===== src/rtl/if_inst_resp_pkg.sv =====
// Shared pipeline-bus definitions for the IF stage: stage bus widths, fetch
// response defaults and the IF response-buffer state encodings.
package if_inst_resp_pkg;

    localparam int FS_TO_DS_BUS_WD = 96;
    localparam int DS_TO_ES_BUS_WD = 160;
    localparam int BR_BUS_WD       = 33;

    localparam int IF_DATA_W    = 64;
    localparam int IF_MAX_OUTST = 2;

    localparam logic [0:0] S_EMPTY = 1'b0;
    localparam logic [0:0] S_FULL  = 1'b1;

endpackage


===== src/rtl/if_inst_resp_cnt.sv =====
// Outstanding-request and cancel counters for the IF response path; also
// decides which returning beats are stale and must be discarded.
module if_resp_cnt
    import if_inst_resp_pkg::*;
#(
    parameter int MAX_OUTST = IF_MAX_OUTST,
    parameter int CNT_W     = $clog2(MAX_OUTST + 1)
) (
    input  logic             clk,
    input  logic             rst_n,
    input  logic             fire_i,
    input  logic             data_ok_i,
    input  logic             flush_i,
    output logic [CNT_W-1:0] outst_cnt_o,
    output logic             cancel_active_o,
    output logic             discard_o,
    output logic             viol_o
);

    logic [CNT_W-1:0] outst_q, outst_d;
    logic [CNT_W-1:0] cancel_q, cancel_d;
    logic             incr, decr;

    assign incr = fire_i & ~data_ok_i;
    assign decr = data_ok_i & ~fire_i;

    // Fire and response together cancel out, so only a net change can
    // overflow or underflow the counter.
    always_comb begin
        outst_d  = outst_q;
        cancel_d = cancel_q;
        viol_o   = 1'b0;
        if (incr) begin
            if (outst_q == CNT_W'(MAX_OUTST)) viol_o = 1'b1;
            else                              outst_d = outst_q + CNT_W'(1);
        end
        if (decr) begin
            if (outst_q == '0) viol_o = 1'b1;
            else               outst_d = outst_q - CNT_W'(1);
        end
        if (flush_i) begin
            cancel_d = (data_ok_i && outst_q != '0) ? outst_q - CNT_W'(1) : outst_q;
        end else if (data_ok_i && cancel_q != '0) begin
            cancel_d = cancel_q - CNT_W'(1);
        end
    end

    // A beat with nothing outstanding is stray and is dropped as well.
    assign discard_o = data_ok_i &
                       (flush_i | (cancel_q != '0) | ((outst_q == '0) & ~fire_i));

    always_ff @(posedge clk) begin
        if (rst_n) begin
            outst_q  <= '0;
            cancel_q <= '0;
        end else begin
            outst_q  <= outst_d;
            cancel_q <= cancel_d;
        end
    end

    assign outst_cnt_o     = outst_q;
    assign cancel_active_o = (cancel_q != '0);

endmodule


===== src/rtl/if_inst_resp.sv =====
// IF-stage instruction response handler: one-entry response buffer with
// flush cancellation. Define IF_RESP_BYPASS_EN for 0-cycle bypass to ID.
module if_inst_resp
    import if_inst_resp_pkg::*;
#(
    parameter int DATA_W    = IF_DATA_W,
    parameter int MAX_OUTST = IF_MAX_OUTST
) (
    input  logic                               clk,
    input  logic                               rst_n,
    input  logic                               inst_req_fire_i,
    input  logic                               inst_data_ok_i,
    input  logic [DATA_W-1:0]                  inst_rdata_i,
    input  logic                               excep_flush_i,
    input  logic                               banch_flush_i,
    input  logic                               if_valid_i,
    input  logic                               id_allowin_i,
    output logic                               if_ready_go_o,
    output logic [DATA_W-1:0]                  inst_o,
    output logic [$clog2(MAX_OUTST+1)-1:0]     outst_cnt_o,
    output logic                               inst_rdata_ce_o,
    output logic                               err_o
);

    localparam int CNT_W = $clog2(MAX_OUTST + 1);

    logic              flush, accept, drain, discard, cnt_viol, fsm_viol, bypass_hit;
    logic [0:0]        state_q, state_d;
    logic [DATA_W-1:0] buf_q, buf_d;
    logic              err_q, err_d;

    if_resp_cnt #(
        .MAX_OUTST (MAX_OUTST),
        .CNT_W     (CNT_W)
    ) u_cnt (
        .clk             (clk),
        .rst_n           (rst_n),
        .fire_i          (inst_req_fire_i),
        .data_ok_i       (inst_data_ok_i),
        .flush_i         (flush),
        .outst_cnt_o     (outst_cnt_o),
        .cancel_active_o (inst_rdata_ce_o),
        .discard_o       (discard),
        .viol_o          (cnt_viol)
    );

    assign flush  = excep_flush_i | banch_flush_i;
    assign accept = inst_data_ok_i & ~discard;
    assign drain  = if_valid_i & id_allowin_i;

    // A beat landing while FULL is drained the same cycle refills the buffer
    // rather than being lost.
    always_comb begin
        state_d  = state_q;
        buf_d    = buf_q;
        fsm_viol = 1'b0;
        if (flush) begin
            state_d = S_EMPTY;
            buf_d   = '0;
        end else if (state_q == S_EMPTY) begin
`ifdef IF_RESP_BYPASS_EN
            if (accept && !drain) begin
`else
            if (accept) begin
`endif
                state_d = S_FULL;
                buf_d   = inst_rdata_i;
            end
        end else begin
            if (drain) begin
                if (accept) buf_d   = inst_rdata_i;
                else        state_d = S_EMPTY;
            end else if (accept) begin
                fsm_viol = 1'b1;
            end
        end
    end

`ifdef IF_RESP_BYPASS_EN
    assign bypass_hit = (state_q == S_EMPTY) & accept & if_valid_i;
`else
    assign bypass_hit = 1'b0;
`endif

    assign err_d = err_q | cnt_viol | fsm_viol;

    always_ff @(posedge clk) begin
        if (rst_n) begin
            state_q <= S_EMPTY;
            buf_q   <= '0;
            err_q   <= 1'b0;
        end else begin
            state_q <= state_d;
            buf_q   <= buf_d;
            err_q   <= err_d;
        end
    end

    assign if_ready_go_o = ~rst_n & (((state_q == S_FULL) & if_valid_i) | bypass_hit);
    assign inst_o        = !if_ready_go_o     ? '0    :
                           (state_q == S_FULL) ? buf_q : inst_rdata_i;
    assign err_o         = err_q;

endmodule


===== config.mk =====
export PLATFORM = sky130hd
export DESIGN_NAME = if_inst_resp
export DESIGN_NICKNAME = d
export VERILOG_FILES = /design/src/rtl/if_inst_resp_pkg.sv /design/src/rtl/if_inst_resp_cnt.sv /design/src/rtl/if_inst_resp.sv
export SDC_FILE = /design/constraint.sdc
export NUM_CORES = 1
export LEC_CHECK = 0
export BUFFER_PORTS_ARGS = -buffer_cell sky130_fd_sc_hd__buf_2
export CELL_PAD_IN_SITES_DETAIL_PLACEMENT = 0
export CELL_PAD_IN_SITES_GLOBAL_PLACEMENT = 1
export CORE_MARGIN = 3
export CORE_UTILIZATION = 36
export DETAILED_ROUTE_END_ITERATION = 12
export PLACE_DENSITY_LB_ADDON = 0.1
export SKIP_LAST_GASP = 1
export SLEW_MARGIN = 20
export SYNTH_ARGS = -nofsm -noshare
export SYNTH_HDL_FRONTEND = slang
export SYNTH_SLANG_ARGS = --single-unit
export TNS_END_PERCENT = 10

===== constraint.sdc =====
create_clock -name clk -period 2.3 [get_ports clk]
set_input_delay 0 -clock clk [delete_from_list [all_inputs] [get_ports clk]]
set_output_delay 0 -clock clk [all_outputs]
set_load 0.005 [all_outputs]

**Word level (Yosys, flattened, before mapping)**

Cells that the tools add are included.

- Logic and storage cells: 56
- Bits of input ports: 72
- Flip-flop bits (word level): 70
- Output and inout bits: 69

- Reductions and logical operators: 7
- Multiplexer cells: 22
- Add/subtract/negate cells: 3
- Equality and inequality tests: 2
- Bitwise operators: 17

Operators with widths:

| operator | count |
|---|---|
| $mux 64 | 5 |
| $mux 2 | 7 |
| $mux 1 | 10 |
| $and 1x1->1 | 8 |
| $reduce_bool 2->1 | 3 |
| $or 1x1->1 | 5 |
| $not 1->1 | 4 |
| $sub 2x1->2 const B | 2 |
| $add 2x1->2 const B | 1 |
| $eq 2x2->1 const B | 1 |
| $logic_and 1x1->1 | 2 |
| $logic_not 2->1 | 1 |
| $ne 2x2->1 const B | 1 |
| $reduce_or 2->1 | 1 |

**Longest topological paths before layout**

- Word-level depth: 11
- Mapped depth: 8
- Gate-level depth less buffers: 6

**Cells and area by module**

Synthesis repeated with hierarchy kept, for this count alone.

- Cells, all modules: 413
- Area, all modules: 3,384.5 µm²

Modules (own cells, without submodules):

| module | area each (µm²) | cells an instance | sequential area each (µm²) | times used |
|---|---|---|---|---|
| if_inst_resp | 3,022.9 | 375 | 1,321.3 | 1 |
| if_resp_cnt | 361.6 | 38 | 80.1 | 1 |

**Worst setup path after synthesis**

OpenSTA, ideal clock, no wires.

- Path kind: register to register
- Start point: reg u_cnt.outst_q[0] (netlist: u_cnt.outst_cnt_o[0])
- End point: reg buf_q[10]
- Library setup time: 0.066 ns
- Setup slack: 0.752 ns
- Period minus slack after synthesis: 1.548 ns
- Cell stages (with the launch flop): 9
- Arrival time: 1.482 ns
- Buffers on the path: 2
- Data required time: 2.234 ns
- Cells stage by stage: dfxtp_1 > inv_1 > ha_1 > nand2b_1 > and4_4 > buf_12 > buf_6 > nand2_1 > a21oi_2

- Cells in the longest elaborated chain, start to end: 9

Ends and longest elaborated chain:

| item | RTL line | source |
|---|---|---|
| start: declaration | if_inst_resp_cnt.sv:20 | `logic [CNT_W-1:0] outst_q, outst_d;` |
| start signal: assignment | if_inst_resp_cnt.sv:57 | `outst_q <= outst_d;` |
| $logic_not 2->1 * | if_inst_resp_cnt.sv:50 | `(flush_i \| (cancel_q != '0) \| ((outst_q == '0) & ~fire_i));` |
| $and 1x1->1 * | if_inst_resp_cnt.sv:50 |  |
| $or 1x1->1 * | if_inst_resp_cnt.sv:50 |  |
| $and 1x1->1 * | if_inst_resp_cnt.sv:49 | `assign discard_o = data_ok_i &` |
| $not 1->1 * | if_inst_resp.sv:48 | `assign accept = inst_data_ok_i & ~discard;` |
| $and 1x1->1 * | if_inst_resp.sv:48 |  |
| $mux 64 * | n/a |  |
| $mux 64 | n/a |  |
| $mux 64 * | n/a |  |
| end signal: assignment | if_inst_resp.sv:94 | `buf_q <= buf_d;` |
| end: declaration | if_inst_resp.sv:29 | `logic [DATA_W-1:0] buf_q, buf_d;` |

Every way passes the cells marked *; elsewhere a longest branch is shown, timed or not. The select of a mux whose other input is x is not followed.
A chain may end at the register's enable or synchronous reset.

**Worst setup path after layout**

Same ends and word-level chain as after synthesis.

==> flow_metrics.py <==
metrics = {
    "floorplan": {
        "coreArea_um2": 8810,
        "initial_core_util": 0.375,
        "dieHeight_um": 102,
        "dieArea_um2": 10400,
        "num_rows": 34,
        "die_w_um": 102,
        "ios": 141,
    },
    "job": {
        "drv_cap": 0,
    },
    "critical_path": {
        "r2r_cells": 7,
        "critPathLaunchType": "flop",
        "cp-end-kind": "flop",
        "crit_fanout": 64,
        "worstPathArrival_ps": 2200,
        "crit_required_ps": 2570,
        "path_class": "reg2reg",
    },
    "finish": {
        "diodes": 0,
        "layout_commonest_cell": "buf_2",
        "area_growth_syn_to_layout_pct": 47.6,
        "layout_common_cells": "buf_2 (140), nand2_1 (122), dfxtp_1 (70)",
        "fillers": 841,
        "fin_nets": 675,
        "drive_gt1_frac": 0.343,
        "seqCellArea_um2": 1400,
        "multi_input_area_um2": 1670,
        "stdcell_area_um2": 4870,
    },
    "global_routing": {
        "gr-max-usage-layer": "met2",
        "grtUsageMet3": 0.0475,
        "grt_pass1_wl_mm": 14.2,
        "grt_max_degree": 65,
        "grt_overflow": 0,
        "grt_pass1_vias": 2965,
        "grt.total_usage": 0.170,
        "grtUsageMet1": 0.224,
        "grtUsageMet2": 0.276,
        "antenna_found_initial": 0,
    },
    "yosys": {
        "syn_inst": 402,
        "syn_area_per_cell_um2": 8.21,
        "syn_area_um2": 3300,
        "synth_area_leaders": "dfxtp_1 (42%), nand2_1 (14%), and2_1 (12%)",
        "synth_top_area_cell": "dfxtp_1",
        "synth_fp_nets": 481,
        "synth_warnings": 0,
        "ys_ff_latch": 70,
        "netlist-cell-type-count": 31,
        "netlist.area_leader.share": 0.425,
        "yosysSeqAreaShare": 0.425,
    },
    "clock_network": {
        "cts-resized-gates": 0,
        "clock-root-buffer": "clkbuf_8",
        "cts_setup_buffers": 0,
        "clk-insertion-delay-late_ps": 330,
        "htreeDepth": 3,
        "cts_tree": "done",
        "cts_max_path_buffers": 2,
        "cts_sinks": 70,
        "clkTransAtPathRegs_ps": 70,
        "cts_buffers": 9,
    },
    "placement": {
        "dp_hpwl_mm": 5.58,
        "placed_area_um2": 4020,
        "dp_slack_ps": 377,
        "port_buffers": 140,
        "gp_congestion": 0.823,
    },
    "timing": {
        "min_period_ps": 1940,
        "finalSetupTns_ps": 0,
        "finalSetupViolations": 0,
        "period_share": 0.842,
        "relSlewSlack": 0.536,
        "slew_violations": 0,
        "rsz0062_at_grt": "false",
        "max_freq_ghz": 0.516,
        "fin_ws_ps": 363,
        "fin_worst_skew_ps": 7.31,
        "tightestPinTransition_ps": 695,
        "whs_ps": 31.8,
        "hold_violations": 0,
    },
    "power": {
        "leakage_nw": 2.07,
        "swShare": 0.232,
        "switching_power_uw": 605,
        "power.internal_mw": 2.00,
        "peakVddDrop_mv": 0.349,
        "cellPowerDensity_nw_per_um2": 536,
        "combPwrFrac": 0.127,
        "seqPwrFrac": 0.474,
        "pwr-share-clk": 0.399,
    },
    "drt": {
        "drc_errors": 0,
        "first_iter_violations": 101,
        "firstDrtPassIters": 4,
        "ant_nets": 0,
        "via_count": 3171,
        "finalWirelength_mm": 8.82,
        "avgViaCountPerCell": 4.48,
        "avgRoutedWirePerCell_um": 12.5,
    },
    "worst_hold_path": {
        "hold_path_class": "in2reg",
        "min_path_cells": 4,
    },
    "status": {
        "status": "complete, no violations",
    },
}
## synthesized netlist by cell type (all sizes together)
master,instances
nand2,132
dfxtp,70
a21oi,66
and2,65
buf,19
inv,9
clkbuf,8
ha,7
nor2,5
a211oi,3
nor2b,3
a221oi,2
o21ai,2
xnor2,2
a211o,1
a21bo,1
a22o,1
and4,1
nand2b,1
nand3,1
nand4,1
o211ai,1
or3,1
## state kept, by name (all words and copies together), names as in the netlist, named ones only
register and count:
state_q 1, err_o 1, u_cnt.outst_cnt_o 1, buf_q 64
u_cnt.cancel_q 2
## power by group through the flow
stage	combinational, mW	clock (mW)	sequential (mW)
after floorplan	0.150	0	1.26
after global placement	0.245	0	1.26
after detailed placement	0.245	0	1.27
after CTS	0.332	1.08	1.24
after global routing	0.368	1.13	1.24
final	0.331	1.04	1.24
## area by class of cell
cell class	count	area share
Clock buffer	10	0.0262
Clock inverter	5	0.0154
Inverter	9	0.00694
Multi-Input combinational cell	296	0.343
Sequential cell	70	0.288
Tap cell	108	0.0278
Timing Repair Buffer	210	0.293
## metal layers
metal  wire [µm]  share of wire
met1        4160           0.47
met2        4060           0.46
met3         492          0.056
met4         103          0.012
met5           0              0
## worst paths after layout
path                         from   endpoint  slack, ps
max reg2reg  u_cnt.outst_cnt_o[0]  buf_q[10]        360
max          u_cnt.outst_cnt_o[0]  buf_q[10]        360
min reg2reg             buf_q[22]  buf_q[22]        450
min                 excep_flush_i    state_q         30
## through the flow
stage | power [mW] | cells | utilization
final | 2.61 | 708 | 0.553
after global routing | 2.73 | 708 | 0.553
after CTS | 2.65 | 708 | 0.553
after detailed placement | 1.51 | 628 | 0.456
after global placement | 1.51 | 628 | 0.456
after floorplan | 1.41 | 402 | -
## timing repair
action	CTS	global route
endpoints found under the hold margin	69	0
hold buffers	65	0
setup endpoints to repair	0	0
## worst max-delay path, stage by stage, from the launching register on
cell      delay (ps)
dfxtp_1          350
inv_1            150
ha_1             230
nand2b_1         140
nand4_4          110
buf_4            550
nand2_1          160
a21oi_2          150
## cell families (layout without fill, tap and decap cells)
logic type | Yosys count | count (layout) | synth area share
AND/OR/NAND/NOR | 210 | 210 | 0.309
AO/OA/AOI/OAI | 77 | 77 | 0.160
flip-flops | 70 | 70 | 0.425
buffers and inverters | 36 | 234 | 0.0743
adder cells (fa/ha/maj) | 7 | 7 | 0.0265
XOR/XNOR | 2 | 2 | 0.00531
No activity file was read; power rests on OpenSTA's default activity.
